===== config.mk =====
export PLATFORM = sky130hd
export DESIGN_NAME = spi_shift_unit
export DESIGN_NICKNAME = d
export VERILOG_FILES = /design/src/rtl/spi_pkg.sv /design/src/rtl/spi_rx_packer.sv /design/src/rtl/spi_shift_unit.sv
export SDC_FILE = /design/constraint.sdc
export NUM_CORES = 1
export LEC_CHECK = 0
export CORE_MARGIN = 2
export CORE_UTILIZATION = 57
export DETAILED_ROUTE_END_ITERATION = 7
export MAX_ROUTING_LAYER = met4
export PLACE_DENSITY = 0.82
export REMOVE_ABC_BUFFERS = 1
export SLEW_MARGIN = 20
export SYNTH_ARGS = -nofsm -noshare
export SYNTH_HDL_FRONTEND = slang
export SYNTH_SLANG_ARGS = --single-unit
export TNS_END_PERCENT = 30

===== constraint.sdc =====
create_clock -name PCLK -period 2.43 [get_ports PCLK]
set_input_delay 0.486 -clock PCLK [delete_from_list [all_inputs] [get_ports PCLK]]
set_output_delay 0.486 -clock PCLK [all_outputs]
set_load 0.005 [all_outputs]

===== src/rtl/spi_pkg.sv =====
// Shared types and helpers for the SPI shift unit: FSM state encoding, endian codes,
// effective frame length and the L-bit alignment/reversal used by both TX and RX paths.
package spi_pkg;

    typedef enum logic [1:0] {
        ST_IDLE    = 2'd0,
        ST_SHIFT   = 2'd1,
        ST_DELIVER = 2'd2
    } shift_state_e;

    localparam logic ENDIAN_MSB = 1'b0;
    localparam logic ENDIAN_LSB = 1'b1;

    // Helpers work on a fixed 32-bit container, so WIDTH is limited to 32.
    localparam int MAX_WIDTH = 32;
    localparam int LEN_W     = 6;
    localparam int IDX_W     = 5;

    function automatic logic [LEN_W-1:0] eff_len(input logic [3:0] frame_len, input int width);
        int len;
        len = int'(frame_len);
        if (len == 0 || len > width) begin
            len = width;
        end
        return LEN_W'(len);
    endfunction

    // Keeps the low len bits of v (optionally reversed across those len bits); upper bits zero.
    function automatic logic [MAX_WIDTH-1:0] low_bits(input logic [MAX_WIDTH-1:0] v,
                                                      input logic [LEN_W-1:0]     len,
                                                      input logic                 reverse);
        logic [MAX_WIDTH-1:0] r;
        logic [IDX_W-1:0]     idx;
        int                   n;
        r = '0;
        n = int'(len);
        for (int i = 0; i < MAX_WIDTH; i++) begin
            idx = IDX_W'(n - 1 - i);
            if (i < n) begin
                r[i] = reverse ? v[idx] : v[i];
            end
        end
        return r;
    endfunction

endpackage


===== src/rtl/spi_rx_packer.sv =====
// Receive side of the SPI shift unit: collects sampled bits, aligns the finished frame
// to the low L bits (reversed for LSB-first) and pushes it or flags an overrun.
module spi_rx_packer
    import spi_pkg::*;
#(
    parameter int WIDTH = 8
) (
    input  logic             PCLK,
    input  logic             PRESETn,
    input  logic             clear_i,
    input  logic             sample_i,
    input  logic             rx_bit_i,
    input  logic             capture_i,
    input  logic             deliver_i,
    input  logic [LEN_W-1:0] frame_len_i,
    input  logic             endian_i,
    input  logic             rx_fifo_full_i,
    input  logic             overrun_clear_i,
    output logic [WIDTH-1:0] rx_data_o,
    output logic             rx_write_o,
    output logic             overrun_o
);

    logic [WIDTH-1:0] rx_shift_q;
    logic [WIDTH-1:0] rx_shift_d;
    logic [WIDTH-1:0] rx_data_q;
    logic [WIDTH-1:0] rx_aligned;
    logic             overrun_q;
    logic             overrun_set;

    // NOTE: default assignment first keeps this always_comb free of inferred latches.
    always_comb begin
        rx_shift_d = rx_shift_q;
        if (clear_i) begin
            rx_shift_d = '0;
        end else if (sample_i) begin
            rx_shift_d = {rx_shift_q[WIDTH-2:0], rx_bit_i};
        end
    end

    assign rx_aligned  = WIDTH'(low_bits(MAX_WIDTH'(rx_shift_d), frame_len_i, endian_i == ENDIAN_LSB));
    assign overrun_set = deliver_i && rx_fifo_full_i;

    // NOTE: non-blocking assignments so every flop sees pre-edge values regardless of block order.
    always_ff @(posedge PCLK or negedge PRESETn) begin
        if (!PRESETn) begin
            rx_shift_q <= '0;
            rx_data_q  <= '0;
            overrun_q  <= 1'b0;
        end else begin
            rx_shift_q <= rx_shift_d;
            if (capture_i) begin
                rx_data_q <= rx_aligned;
            end
            // A dropped frame must stay visible even if software clears in the same cycle.
            if (overrun_set) begin
                overrun_q <= 1'b1;
            end else if (overrun_clear_i) begin
                overrun_q <= 1'b0;
            end
        end
    end

    assign rx_data_o  = rx_data_q;
    assign rx_write_o = deliver_i && !rx_fifo_full_i;
    assign overrun_o  = overrun_q;

endmodule


===== src/rtl/spi_shift_unit.sv =====
// SPI shift unit: pops TX FIFO frames, serialises them on SPIOut and packs SPIIn into RX words.
// Define SPI_LOOPBACK_EN to add the Loopback input (SampleEdge then captures SPIOut).
module spi_shift_unit
    import spi_pkg::*;
#(
    parameter int WIDTH = 8
) (
    input  logic             PCLK,
    input  logic             PRESETn,
    input  logic             TransmitStart,
    input  logic             ShiftEdge,
    input  logic             SampleEdge,
    input  logic             EndOfFrameDelay,
    input  logic [3:0]       FrameLength,
    input  logic             Endian,
    input  logic [WIDTH-1:0] TxData,
    input  logic             TxFIFOReadEmpty,
    output logic             TxFIFORead,
    input  logic             SPIIn,
    output logic             SPIOut,
    input  logic             RxFIFOFull,
    output logic [WIDTH-1:0] RxData,
    output logic             RxWrite,
`ifdef SPI_LOOPBACK_EN
    input  logic             Loopback,
`endif
    input  logic             RxOverrunClear,
    output logic             RxOverrun
);

    shift_state_e     state_q;
    logic [WIDTH-1:0] tx_shift_q;
    logic             spi_out_q;
    logic             tx_read_q;
    logic [LEN_W-1:0] frame_len;
    logic [WIDTH-1:0] tx_load;
    logic [WIDTH-1:0] tx_next;
    logic             load_frame;
    logic             rx_bit;

    assign frame_len = eff_len(FrameLength, WIDTH);

    // Left-justified so the first frame bit always leaves from the MSB.
    assign tx_load = WIDTH'(low_bits(MAX_WIDTH'(TxData), frame_len, Endian == ENDIAN_LSB))
                     << (WIDTH - int'(frame_len));
    assign tx_next = {tx_shift_q[WIDTH-2:0], 1'b0};

    assign load_frame = !TxFIFOReadEmpty &&
                        ((state_q == ST_IDLE && TransmitStart) || state_q == ST_DELIVER);

    always_ff @(posedge PCLK or negedge PRESETn) begin
        if (!PRESETn) begin
            state_q    <= ST_IDLE;
            tx_shift_q <= '0;
            spi_out_q  <= 1'b0;
            tx_read_q  <= 1'b0;
        end else begin
            tx_read_q <= 1'b0;
            if (load_frame) begin
                state_q    <= ST_SHIFT;
                tx_shift_q <= tx_load;
                spi_out_q  <= tx_load[WIDTH-1];
                tx_read_q  <= 1'b1;
            end else begin
                unique case (state_q)
                    ST_IDLE: begin
                        spi_out_q <= 1'b0;
                    end
                    ST_SHIFT: begin
                        // End of frame wins over a coincident shift strobe.
                        if (EndOfFrameDelay) begin
                            state_q <= ST_DELIVER;
                        end else if (ShiftEdge) begin
                            tx_shift_q <= tx_next;
                            spi_out_q  <= tx_next[WIDTH-1];
                        end
                    end
                    ST_DELIVER: begin
                        state_q   <= ST_IDLE;
                        spi_out_q <= 1'b0;
                    end
                    default: begin
                        state_q <= ST_IDLE;
                    end
                endcase
            end
        end
    end

`ifdef SPI_LOOPBACK_EN
    assign rx_bit = Loopback ? spi_out_q : SPIIn;
`else
    assign rx_bit = SPIIn;
`endif

    spi_rx_packer #(
        .WIDTH(WIDTH)
    ) u_rx_packer (
        .PCLK           (PCLK),
        .PRESETn        (PRESETn),
        .clear_i        (load_frame),
        .sample_i       (state_q == ST_SHIFT && SampleEdge),
        .rx_bit_i       (rx_bit),
        .capture_i      (state_q == ST_SHIFT && EndOfFrameDelay),
        .deliver_i      (state_q == ST_DELIVER),
        .frame_len_i    (frame_len),
        .endian_i       (Endian),
        .rx_fifo_full_i (RxFIFOFull),
        .overrun_clear_i(RxOverrunClear),
        .rx_data_o      (RxData),
        .rx_write_o     (RxWrite),
        .overrun_o      (RxOverrun)
    );

    assign SPIOut     = spi_out_q;
    assign TxFIFORead = tx_read_q;

endmodule

Word level (Yosys, flattened, before mapping)
Index checks and enable logic that the tools add are counted.
{"block": "totals", "in_bits": 23, "word_cells": 142, "ff_bits": 28, "out_inout_bits": 12}
{"block": "op_classes", "muxes": 81, "n_eq_ne": 7, "magnitude_cmp": 17, "reduce_logical": 20, "n_shift": 1, "addsub": 9}
{"operator": "$bmux W1 S5", "count": 16}
{"operator": "$mux W1", "count": 54}
{"operator": "$lt A5 B6 Y1 const B", "count": 8}
{"operator": "$shl A8 B32 Y8", "count": 1}
{"operator": "$mux W7", "count": 4}
{"operator": "$sub A5 B4 Y5 const B", "count": 4}
{"operator": "$lt A3 B4 Y1 const A", "count": 4}
{"operator": "$mux W8", "count": 2}
{"operator": "$sub A5 B3 Y5 const B", "count": 2}
{"operator": "$ne A3 B3 Y1 const B", "count": 3}
{"operator": "$lt A1 B4 Y1 const A", "count": 2}
{"operator": "$lt A2 B4 Y1 const A", "count": 2}
{"operator": "$logic_and A1 B1 Y1", "count": 6}
{"operator": "$reduce_and A3 Y1", "count": 2}
{"operator": "$reduce_bool A2 Y1", "count": 3}
{"operator": "$sub A4 B1 Y5 const B", "count": 1}
{"operator": "$sub A4 B4 Y5 const A", "count": 1}
{"operator": "$sub A5 B2 Y5 const B", "count": 1}
{"operator": "$gt A4 B4 Y1 const B", "count": 1}
{"operator": "$logic_not A4 Y1", "count": 1}
{"operator": "$mux W2", "count": 2}
{"operator": "$mux W4", "count": 1}
{"operator": "$pmux W2 S2", "count": 1}
{"operator": "$reduce_bool A3 Y1", "count": 1}
{"operator": "other kinds (10)", "count": 12}

Logic depth before layout (Yosys ltp)
{"block": "depth", "depth_word": 11, "mapped_depth": 16, "ltp_nobuf": 13}

Modules after synthesis
From an unflattened synthesis, not the netlist that was laid out.
{"block": "unflattened", "hier_cells": 455, "area_unflattened_um2": 3530.9}
{"mod": "spi_rx_packer", "seq_area_each_um2": 425.4, "cells_each": 259, "area_per_inst_um2": 2060.7, "instances": 1}
{"mod": "spi_shift_unit", "seq_area_each_um2": 275.3, "cells_each": 196, "area_per_inst_um2": 1470.2, "instances": 1}

Worst setup path before layout
Ideal clock, no wire load.
{"block": "synth_path", "path_kind": "input to register", "start": "in FrameLength[0]", "end": "reg spi_out_q (netlist: SPIOut)", "path_stages": 15, "setup_ns": 0.086, "setup_slack_ns": -0.708, "arrival_time_ns": 3.053, "path_buffers": 3, "required_ns": 2.344, "path_cell_list": "nor2b_2 > buf_6 > inv_12 > buf_6 > ha_1 > xnor2_2 > inv_1 > buf_2 > ha_1 > nor3_1 > a311oi_1 > a21oi_1 > nor4_1 > o21ai_1 > a32oi_1"}
{"block": "synth_between", "elab_chain_len": 11, "elab_cells_between_ends": 55, "classes_between": "9 x add/sub; 9 x order compare; 1 x shift; 34 x mux; 2 x reduce/logical"}
{"item": "start, declared", "line": "spi_shift_unit.sv:14", "rtl": "input logic [3:0] FrameLength,"}
{"item": "$gt A4 B4 Y1 or $logic_not A4 Y1 (tied branches)", "line": "spi_pkg.sv:22", "rtl": "if (len == 0 || len > width) begin"}
{"item": "$logic_or A1 B1 Y1", "line": "spi_pkg.sv:22"}
{"item": "$mux W4 *", "line": "spi_pkg.sv:22"}
{"item": "$sub A4 B1 Y5", "line": "spi_pkg.sv:38", "rtl": "idx = IDX_W'(n - 1 - i);"}
{"item": "$sub A5 B2 Y5 (tied with other cells)", "line": "spi_pkg.sv:38"}
{"item": "$bmux W1 S5", "line": "spi_pkg.sv:40", "rtl": "r[i] = reverse ? v[idx] : v[i];"}
{"item": "$mux W1 (implied by the code)", "line": "spi_pkg.sv:40"}
{"item": "$mux W1", "line": "spi_pkg.sv:40"}
{"item": "$mux W1", "line": "spi_pkg.sv:39", "rtl": "if (i < n) begin"}
{"item": "$shl A8 B32 Y8 *", "line": "spi_shift_unit.sv:44", "rtl": "assign tx_load = WIDTH'(low_bits(MAX_WIDTH'(TxData), frame_len, Endian == ENDIAN_LSB))"}
{"item": "$mux W1 *", "line": "spi_shift_unit.sv:59", "rtl": "if (load_frame) begin"}
{"item": "end signal, assigned", "line": "spi_shift_unit.sv:62", "rtl": "spi_out_q <= tx_load[WIDTH-1];"}
{"item": "end signal, assigned", "line": "spi_shift_unit.sv:75", "rtl": "spi_out_q <= tx_next[WIDTH-1];"}
{"item": "end, declared", "line": "spi_shift_unit.sv:33", "rtl": "logic spi_out_q;"}
Every way passes the cells marked *; elsewhere a longest branch is shown, timed or not. The select of a mux whose other input is x is not followed.
A chain may end at the register's enable or synchronous reset.

Final worst setup path
{"block": "layout_path", "start": "in FrameLength[1]", "end": "reg spi_out_q (netlist: SPIOut)"}
Same word-level chain as after synthesis.

==> results_dict.tcl <==
set metrics [dict create \
    setup_tns_ns -1.32 \
    critPathKind "input pin to register" \
    path_common_cell "buf_4" \
    grt_overflow 0 \
    clock_path_buffers 2 \
    switchingPower_uw 685 \
    via_per_inst 6.80 \
    port_buffers 34 \
    synth_area_leaders "dfrtp_1, mux4_2, a21oi_1" \
    num_antenna_cells 0 \
    max_slew_margin 0.636 \
    period_share 1.09 \
    p_leak_uw 0.00172 \
    crit_chain "clkdlybuf4s15_1 > nand2b_4 > ha_4 > buf_6 > nand2b_1 > buf_4 > buf_4 > o21ai_0 > a211oi_4 > o211ai_1 > a21oi_1 > o31ai_1 > a32oi_1" \
    cts_htree_levels 1 \
    cpPeakStageDelay_ns 0.41 \
    slowest_stage "o21ai_0" \
    grt_pass1_vias 3320 \
    finalMaxSlewViolations 0 \
    root_buffer "clkbuf_8" \
    synth_cell_types 69 \
    async_reset_ff_frac 1.00 \
    multiInputGateArea_um2 2120 \
    start_util 0.593 \
    r2r-start "state_q[0]" \
    synth.top_cell.area_share 0.250 \
    die-width_um 74.1 \
    clkLatencyLatePin_ns 0.28 \
    ys_ff_latch 28 \
    grt_max_degree 29 \
    peakVddDrop_mv 0.393 \
    grt_pass1_wl_um 16200 \
    holdPathEnd "u_rx_packer.rx_data_o[5]" \
    max_cap_viol_count 0 \
    min_path_cells 2 \
    drive_gt1_frac 0.330 \
    yosysMostFrequentCell "nand2_1" \
    min_from "u_rx_packer.rx_data_o[5]" \
    crit_family "compound AO/OA/AOI/OAI gates" \
    clock_skew_ns 0.0128 \
    ys_warn_count 0 \
    period_minus_slack_ns 2.66 \
    intPower_uw 1220 \
    path_buf_inv 4 \
    yosys-top-cells-count "nand2_1, a21oi_1, nor2_1, dfrtp_1, o21ai_0" \
    die_h_um 74.1 \
    synth-edff-count 0 \
    core_um2 4720 \
    first_iter_violations 705 \
    drc 1 \
    combinationalPowerShare 0.487 \
    cts_sinks 28 \
    area_growth_pct 45.3 \
    holdCritPathClass "register to register" \
    hold_viol 0 \
    fmax_mhz 376 \
    antenna_found_initial 0 \
    ys_seq_area_frac 0.250 \
    end_kind "register" \
    outcome "finished with violations" \
    worstPathRequired_ns 2.58 \
    synthFlopType "dfrtp_1" \
    cts_made_buffers 3 \
    setup_slack_ns -0.230 \
    swShare 0.359 \
    vias 3523 \
    syn_avg_cell_area_um2 8.14 \
    clkPwrFrac 0.198 \
    tightestPinTransition_ns 0.540 \
    io_pins 35 \
    cts_tree "yes" \
    ctsHoldBuffers 0 \
    fill_cells 250 \
    reg2reg_setup_slack_ns 0.08 \
    p_per_area_nw_per_um2 468 \
    rows 25 \
    gp_congestion 0.967 \
    path_max_fanout 21 \
    utilization 0.861 \
    wire_per_inst_um 20.7 \
    synthesis.instances 344 \
    synth.largest_area_cell "dfrtp_1" \
    synthesis.area_um2 2800 \
    grt_usage 0.400 \
    seq_power_share 0.315 \
    placed_area_um2 3740 \
    startpoint_type "input pin" \
    setup-violations-final 13 \
    rsz0062_at_grt "true" \
    clk_pin_slew_worst_paths_ns 0.11 \
    fin_area_um2 4070 \
    violations "design-rule violations, negative setup slack" \
    hold_ws_ns 0.496 \
    nets 480 \
    hpwl_um 7000 \
    antenna_left 0 \
    worstPathArrival_ns 2.81 \
    die-area_um2 5490 \
    drt-total-wl_um 10700 \
    reg2reg_depth 8 \
    drtPass1Iterations 8 \
    worstReg2RegEnd "u_rx_packer.rx_data_o[7]" \
    register_area_um2 701 \
]
==> worst max-delay path by stage <==
stage / from / to / slack (ns) / cells after the start
after CTS: FrameLength[3] / SPIOut / -0.15 / 15
final: FrameLength[1] / SPIOut / -0.23 / 13
after global routing: FrameLength[3] / tx_shift_q[2] / -0.29 / 13
after floorplan: FrameLength[0] / tx_shift_q[2] / -1.54 / 12
after global placement: FrameLength[0] / SPIOut / -0.98 / 15
after detailed placement: FrameLength[3] / tx_shift_q[3] / -1.05 / 15
==> cell type report <==
| type | count | share of cell area |
|---|---|---|
| clock buffers | 3 | 0.0101 |
| flip-flops and latches | 28 | 0.172 |
| multi-input cells | 284 | 0.521 |
| well taps | 67 | 0.0206 |
| repair buffers | 126 | 0.257 |
| clock inverters | 1 | 0.00738 |
| inverters | 9 | 0.0114 |
==> metal layers <==
layer,vias to the layer above,global-route usage,part of all wire
met2,298,0.671,0.47
met1,1626,0.479,0.36
met5,-,-,0
met4,0,0.180,0.052
li1,1515,-,-
met3,84,0.0542,0.11
==> power by group through the flow <==
stage | Combinational, uW | Clock [uW] | Sequential [uW]
2_1_floorplan | 412 | 0 | 596
3_3_place_gp | 799 | 0 | 601
3_5_place_dp | 818 | 0 | 607
4_1_cts | 859 | 379 | 598
5_1_grt | 988 | 393 | 606
6_report | 929 | 378 | 599
==> placed cells by master, fill, tap and decap left out, types with 3 or more instances in the layout <==
| master | Yosys | routed |
|---|---|---|
| mux4_2 | 9 | 9 |
| buf_4 | 0 | 89 |
| ha_4 | 0 | 4 |
| o21ai_0 | 16 | 14 |
| mux2_2 | 5 | 5 |
| buf_6 | 3 | 4 |
| clkdlybuf4s50_1 | 0 | 30 |
| nor3_1 | 11 | 11 |
| o211ai_1 | 6 | 6 |
| nand3_1 | 10 | 10 |
| mux2i_1 | 11 | 11 |
| inv_1 | 6 | 6 |
| a32oi_1 | 3 | 3 |
| a22oi_1 | 7 | 5 |
| xnor2_2 | 1 | 3 |
| o31ai_1 | 3 | 3 |
| nor2b_1 | 9 | 7 |
| nor2_1 | 30 | 30 |
| o22ai_1 | 4 | 4 |
| a211o_1 | 3 | 3 |
| a222oi_1 | 3 | 3 |
| a21oi_1 | 31 | 28 |
| nand2b_1 | 8 | 7 |
| xnor2_1 | 5 | 3 |
| clkbuf_8 | 0 | 3 |
| or2_2 | 4 | 4 |
| dfrtp_1 | 28 | 28 |
| o21ai_1 | 7 | 9 |
| nand2_1 | 40 | 40 |
==> flip-flops by register name, summed over array words and instances (netlist names) <==
register	flops
u_rx_packer.rx_data_o	8
u_rx_packer.rx_shift_q	8
tx_shift_q	7
state_q	2
SPIOut	1
TxFIFORead	1
u_rx_packer.overrun_o	1
==> through the flow <==
step	instances	power [uW]	setup WS (ns)
after global placement	507	1400	-0.981
after floorplan	321	1010	-1.54
after CTS	514	1830	-0.154
final	518	1910	-0.230
after detailed placement	507	1430	-1.05
after global routing	518	1990	-0.287
==> cells by family after synthesis <==
family	Yosys count	synth area share
AO/OA/AOI/OAI	116	0.284
adder cells (fa/ha/maj)	5	0.0223
buffers and inverters	33	0.0608
AND/OR/NAND/NOR	129	0.224
other	1	0.00134
flip-flops	28	0.250
multiplexers	26	0.136
XOR/XNOR	6	0.0214
==> tightest hold or removal path, cell delays in order, from the launching register on <==
cell     delay, ns
dfrtp_1       0.36
nand2_1       0.06
o41ai_2       0.05
==> what timing repair did <==
action | in CTS | in global routing
buffers inserted | 3 | 4
endpoints found under the setup margin | 16 | 15
pin swaps | 16 | 23
gates resized for setup | 39 | 13
hold endpoints to repair | 0 | 0
(Power assumes the default switching activity.)
